===== config.mk =====
export PLATFORM = sky130hd
export DESIGN_NAME = reset_controller
export DESIGN_NICKNAME = d
export VERILOG_FILES = /design/src/rtl/reset_controller.sv
export SDC_FILE = /design/constraint.sdc
export NUM_CORES = 1
export LEC_CHECK = 0
export CAP_MARGIN = 20
export CORE_MARGIN = 8
export CORE_UTILIZATION = 40
export DETAILED_ROUTE_END_ITERATION = 12
export GPL_TIMING_DRIVEN = 0
export HOLD_SLACK_MARGIN = 0.15
export RECOVER_POWER = 50
export SLEW_MARGIN = 30
export SYNTH_ARGS = -nofsm -noshare
export SYNTH_HDL_FRONTEND = slang
export SYNTH_SLANG_ARGS = --single-unit

===== constraint.sdc =====
create_clock -name clk -period 2.2 [get_ports clk]
set_input_delay 0.44 -clock clk [delete_from_list [all_inputs] [get_ports clk]]
set_output_delay 0.44 -clock clk [all_outputs]
set_load 0.03 [all_outputs]

===== src/rtl/reset_controller.sv =====
// Classifies debounced reset-button presses: a short press yields a soft-reset
// pulse (deferred while the lock is busy), a long press raises a setup request.
module reset_controller #(
  parameter int LONG_CYCLES  = 3000,
  parameter int PULSE_LEN    = 4,
  parameter int BUSY_TIMEOUT = 1000
) (
  input  logic       clk,
  input  logic       rst,
  input  logic       rst_db,
  input  logic       lock_busy,
  input  logic       setup_ack,
  output logic       soft_rst,
  output logic       rst_forced,
  output logic       setup_req,
  output logic       hold_led,
  output logic [2:0] state_dbg
);

  localparam int HW = $clog2(LONG_CYCLES + 1);
  localparam int WW = $clog2(BUSY_TIMEOUT + 1);
  localparam int PW = $clog2(PULSE_LEN + 1);

  localparam logic [HW-1:0] H_LAST = HW'(LONG_CYCLES - 1);
  localparam logic [HW-1:0] H_HALF = HW'(LONG_CYCLES / 2);
  localparam logic [WW-1:0] W_LAST = WW'(BUSY_TIMEOUT - 1);
  localparam logic [PW-1:0] P_LAST = PW'(PULSE_LEN - 1);

  typedef enum logic [2:0] {
    IDLE      = 3'd0,
    HOLD      = 3'd1,
    WAIT_BUSY = 3'd2,
    SOFT_RST  = 3'd3,
    SETUP_REQ = 3'd4,
    RELEASE   = 3'd5
  } state_t;

  state_t        state, state_nxt;
  logic [HW-1:0] hcnt, hcnt_nxt;
  logic [WW-1:0] wcnt, wcnt_nxt;
  logic [PW-1:0] pcnt, pcnt_nxt;
  logic          forced, forced_nxt;

  always_ff @(posedge clk) begin
    if (rst) begin
      state  <= IDLE;
      hcnt   <= '0;
      wcnt   <= '0;
      pcnt   <= '0;
      forced <= 1'b0;
    end else begin
      state  <= state_nxt;
      hcnt   <= hcnt_nxt;
      wcnt   <= wcnt_nxt;
      pcnt   <= pcnt_nxt;
      forced <= forced_nxt;
    end
  end

  always_comb begin
    state_nxt  = state;
    hcnt_nxt   = hcnt;
    wcnt_nxt   = wcnt;
    pcnt_nxt   = pcnt;
    forced_nxt = forced;
    case (state)
      IDLE: begin
        hcnt_nxt = '0;
        if (rst_db) state_nxt = HOLD;
      end
      HOLD: begin
        // The sample that would push hcnt past LONG_CYCLES-1 makes the press long.
        if (rst_db) begin
          if (hcnt == H_LAST) state_nxt = SETUP_REQ;
          else                hcnt_nxt  = hcnt + HW'(1);
        end else if (lock_busy) begin
          state_nxt = WAIT_BUSY;
          wcnt_nxt  = '0;
        end else begin
          state_nxt  = SOFT_RST;
          pcnt_nxt   = '0;
          forced_nxt = 1'b0;
        end
      end
      WAIT_BUSY: begin
        if (!lock_busy) begin
          state_nxt  = SOFT_RST;
          pcnt_nxt   = '0;
          forced_nxt = 1'b0;
        end else if (wcnt == W_LAST) begin
          state_nxt  = SOFT_RST;
          pcnt_nxt   = '0;
          forced_nxt = 1'b1;
        end else begin
          wcnt_nxt = wcnt + WW'(1);
        end
      end
      SOFT_RST: begin
        if (pcnt == P_LAST) begin
          state_nxt  = IDLE;
          pcnt_nxt   = '0;
          forced_nxt = 1'b0;
        end else begin
          pcnt_nxt = pcnt + PW'(1);
        end
      end
      SETUP_REQ: if (setup_ack) state_nxt = RELEASE;
      RELEASE:   if (!rst_db)   state_nxt = IDLE;
      default:   state_nxt = IDLE;
    endcase
  end

  assign soft_rst   = (state == SOFT_RST);
  assign rst_forced = (state == SOFT_RST) && forced && (pcnt == '0);
  assign setup_req  = (state == SETUP_REQ);
  assign hold_led   = ((state == HOLD) && (hcnt >= H_HALF)) ||
                      (state == SETUP_REQ) || (state == RELEASE);
  assign state_dbg  = state;

endmodule


Word level (Yosys, flattened, before mapping)
Cells that the tools add are included.

Register bits after elaboration: 29. Output and inout bits: 7. Input port bits: 5. Logic and storage cells: 75.

Reduce and logical (&&, ||, !) cells: 15. Magnitude comparators: 1. Add/subtract/negate cells: 3. Equal/unequal tests: 21. Multiplexer cells: 30.

Operators with widths (count): $mux 10 (4); $mux 3 (13); $mux 12 (2); $pmux 12 s2 (1); $ne 2x2->1 const B (10); $pmux 10 s2 (1); $pmux 3 s6 (1); $add 12x1->12 const B (1); $eq 12x12->1 const B (1); $ge 12x11->1 const B (1); $add 10x1->10 const B (1); $eq 10x10->1 const B (1); $reduce_and 5->1 (2); $eq 3x2->1 const B (3); $pmux 3 s3 (1); $eq 3x3->1 const B (2); $logic_not 3->1 (2); $mux 1 (6); $ne 3x3->1 const B (2); $reduce_and 6->1 (1); $reduce_and 4->1 (1); $reduce_bool 2->1 (2); $add 3x1->3 const B (1); $eq 3x1->1 const B (1); other kinds (6) (9).

Longest topological paths before layout
Depth after elaboration: 4. Mapped depth: 6.

Worst setup path after synthesis
No wires, ideal clock.

Kind: reg2out. From: register state[1] (netlist: state_dbg[1]). To: output port rst_forced. Path slack: 0.170 ns. Stages on the path, launching flop included: 4. Arrival time: 1.590 ns. Path buffers: 1. Path through: dfxtp_1 > clkbuf_2 > nand3b_1 > nor3_1.

Cells in the longest elaborated chain, start to end: 3.

RTL lines: start, declared (RTL line 38) `state_t state, state_nxt;`; start signal, assigned (RTL line 52) `state <= state_nxt;`; $eq 3x2->1 (RTL line 114) `assign rst_forced = (state == SOFT_RST) && forced && (pcnt == '0);`; $logic_and 1x1->1 (2 in series) (RTL line 114); end, declared (RTL line 14) `output logic rst_forced,`.

Every way passes these cells.

Worst setup path in the final report
From: register state[2] (netlist: state_dbg[2]). To: output port setup_req.

Cells in the longest elaborated chain, start to end: 1.

RTL lines: $eq 3x3->1 (RTL line 115) `assign setup_req = (state == SETUP_REQ);`; end, declared (RTL line 15) `output logic setup_req,`.

Every way passes these cells.

==> summary.txt <==
Floorplanning
  • Row count: 23
  • Initial core utilization: 42.02%
  • DIE AREA: 6570 µm²
  • Die Span Y: 81.06 µm
  • Die X-Extent: 81.06 µm
  • I/O Pins: 12
  • Core area: 4029 µm²

Timing
  • Slew Viols, Final: 0
  • Slew headroom: 55.49%
  • Min cycle time layout: 2043 ps
  • Hold Violations, Final: 0
  • Final clock skew: 7.367 ps
  • Final setup vio count: 0
  • Total negative slack: 0 ps
  • Worst-margin pin slew: 663.1 ps
  • Unrepaired setup endpoints after global routing: false
  • Final worst path period share: 92.85%
  • Max frequency: 489.5 MHz
  • Final worst setup slack: 157.3 ps
  • Worst hold slack: 478.6 ps

Clock network
  • CTS Hold Bufs: 0
  • Worst skew pair latency: 280 ps
  • Post-CTS Setup Bufs: 0
  • Clk sinks: 29
  • Worst-path clk slew: 60 ps
  • CTS tree: done
  • H-tree levels: 2
  • CTS Buf Count: 5
  • CTS Root Cell: clkbuf_8
  • Max clock buf depth: 2

Drt
  • Number of remaining DRC errors: 0
  • Via Count: 1535
  • Post-DRT Antenna Nets: 0
  • Pre-antenna DRT Iters: 4
  • Via/cell ratio: 5.582
  • Iteration-0 DRC Markers: 127
  • DR WL/cell: 13.61 µm
  • Final wirelength: 3742 µm

Place
  • IO buf count: 10
  • DP Area: 1856 µm²
  • Cells after DPL: 268
  • Final HPWL DP: 2715 µm
  • RD Place Congestion: 0.7618
  • Pre-CTS setup slack: -114.2 ps

Synth
  • Yosys top cell area share: 34.29%
  • Syn Inst Count: 208
  • Top-count cell post-synth: dfxtp_1
  • Post-synth EDFFs: 0
  • Leading area contributor after synthesis: dfxtp_1
  • Synthesis-stage register bit count: 29
  • Top post-synthesis cells by count: 29 x dfxtp_1, 21 x a21oi_1, 16 x nor2_1
  • Mapped cell area: 1693 µm²
  • Post-synth net total: 218
  • Fraction of registers with async set/reset: 0%
  • Main flop type after synthesis: dfxtp_1
  • Distinct cells, synth: 48
  • Top post-synthesis cells by area: dfxtp_1 34%, a21oi_1 6.2%, ha_1 3.7%, nor2_1 3.5%, o31ai_1 3.5%
  • YS warnings: 0
  • Sequential share of the synthesized area: 34.29%
  • Syn Area/Cell: 8.139 µm²

Setup path
  • CP max stage cell: dfxtp_1
  • Crit path capture type: output pin
  • Slowest stage delay, CP: 460 ps
  • CP delay by family, top: buffers and inverters
  • Critical path launch point type: register
  • WP data arrival: 1600 ps
  • WS Path Type: register to output pin
  • Critical path fanouts, max: 10
  • Worst EP required: 1760 ps
  • Worst Path Buf+Inv: 2
  • Critical Path, Cell by Cell: buf_2 -> nand2b_1 -> nor2_1 -> dlygate4sd2_1

Pwr
  • Leak: 0.6747 nW
  • P per Cell Area: 880.9 nW/µm²
  • Clock power share: 26.1%
  • Net Sw Power: 650.8 µW
  • Peak supply drop: 0.2703 mV
  • Sw frac: 38.29%
  • Logic pwr share: 37.5%
  • Sequential share of power: 36.4%
  • Cell Int Power: 1.049 mW
  • Total power: 1.700 mW

Layout
  • Fin cells: 275
  • NumNets Final: 235
  • Synthesis-to-layout area growth: 13.97%
  • ANT cells: 0
  • Final core area utilization: 47.89%
  • Post-Layout Inst Area: 1929 µm²
  • Layout cells sized above 1: 9.333%

GRT
  • GRT Total Usage: 12.21%
  • GR peak layer: met2
  • Antenna violations before repair: 0
  • Overflow after GRT: 0
  • M1 GR Usage: 15.44%
  • Vias in the first global route: 1424
  • First-pass GRT wire length: 6382 µm
  • Met2 GRT Util: 18.44%
  • Largest net degree at the start of global routing: 11
  • Met3 GRT Util: 3.091%

Run
  • Max Cap Viol: 0

Outcome
  • Status: finished, final reports clean

Min path
  • Worst Hold Class: register to register
cell families after synthesis:
logic type | count (synthesis) | share of synthesized area [%]
xor+xnor | 5 | 2.587
simple gates | 90 | 31.93
mux | 2 | 1.183
compound gates | 56 | 20.84
flops | 29 | 34.29
fa+ha+maj | 5 | 3.695
buf+inv | 21 | 5.469
layer usage:
layer	vias up	wire [µm]
met2	21	1586
met3	5	120
met1	699	1968
met5	-	0
met4	0	66
li1	810	-
repair_timing:
item,in CTS,in global routing
pin swaps,0,0
resized for setup,4,3
endpoints found under the hold margin,0,0
setup endpoints to repair,3,2
registers in the layout (all words and copies together), names as in the netlist:
name and cells:
forced 1, hcnt 12, pcnt 3, state_dbg 3, wcnt 10
cell type report:
| cell class | count | area, µm² |
|---|---|---|
| Fill cell | 417 | 2100 |
| Multi-Input combinational cell | 158 | 1020 |
| Sequential cell | 29 | 581.8 |
| Clock buffer | 7 | 86.33 |
| Timing Repair Buffer | 10 | 86.33 |
| Tap cell | 50 | 62.56 |
| Inverter | 14 | 52.55 |
| Buffer | 7 | 40.04 |
power by group through the flow:
stage | Combinational, mW | Clock (mW) | Sequential (mW)
2_1_floorplan | 0.433 | 0 | 0.654
3_3_place_gp | 0.661 | 0 | 0.627
3_5_place_dp | 0.662 | 0 | 0.627
4_1_cts | 0.654 | 0.462 | 0.616
5_1_grt | 0.698 | 0.484 | 0.626
6_report | 0.638 | 0.443 | 0.618
final timing paths:
check	start	endpoint	slack (ps)	cells after the start
setup reg to reg	hcnt[0]$_SDFFE_PP0P_	state_dbg[2]$_SDFFE_PP0P_	340	5
hold reg to reg	pcnt[2]$_SDFFE_PP0P_	pcnt[2]$_SDFFE_PP0P_	480	2
setup / recovery	state_dbg[2]$_SDFFE_PP0P_	setup_req	160	4
hold / removal	pcnt[2]$_SDFFE_PP0P_	pcnt[2]$_SDFFE_PP0P_	480	2
placed cells by master (no fill, tap or decap), types with 4 or more instances in the layout:
master / instances
nand2_1: 15
dfxtp_1: 28
a21oi_1: 21
or4_1: 7
inv_1: 14
or3_1: 9
nor3_1: 5
clkbuf_8: 6
nand3_1: 7
o21ai_0: 10
nor2_1: 16
ha_1: 5
o31ai_1: 8
a311oi_1: 4
worst register-to-register path: stages (launching register included):
cell and delay, ps:
dfxtp_1 370, ha_1 230, and4bb_2 270, a31oi_1 180
nor4_1 490, o221a_2 270
Power figures use the tool's default switching activity.
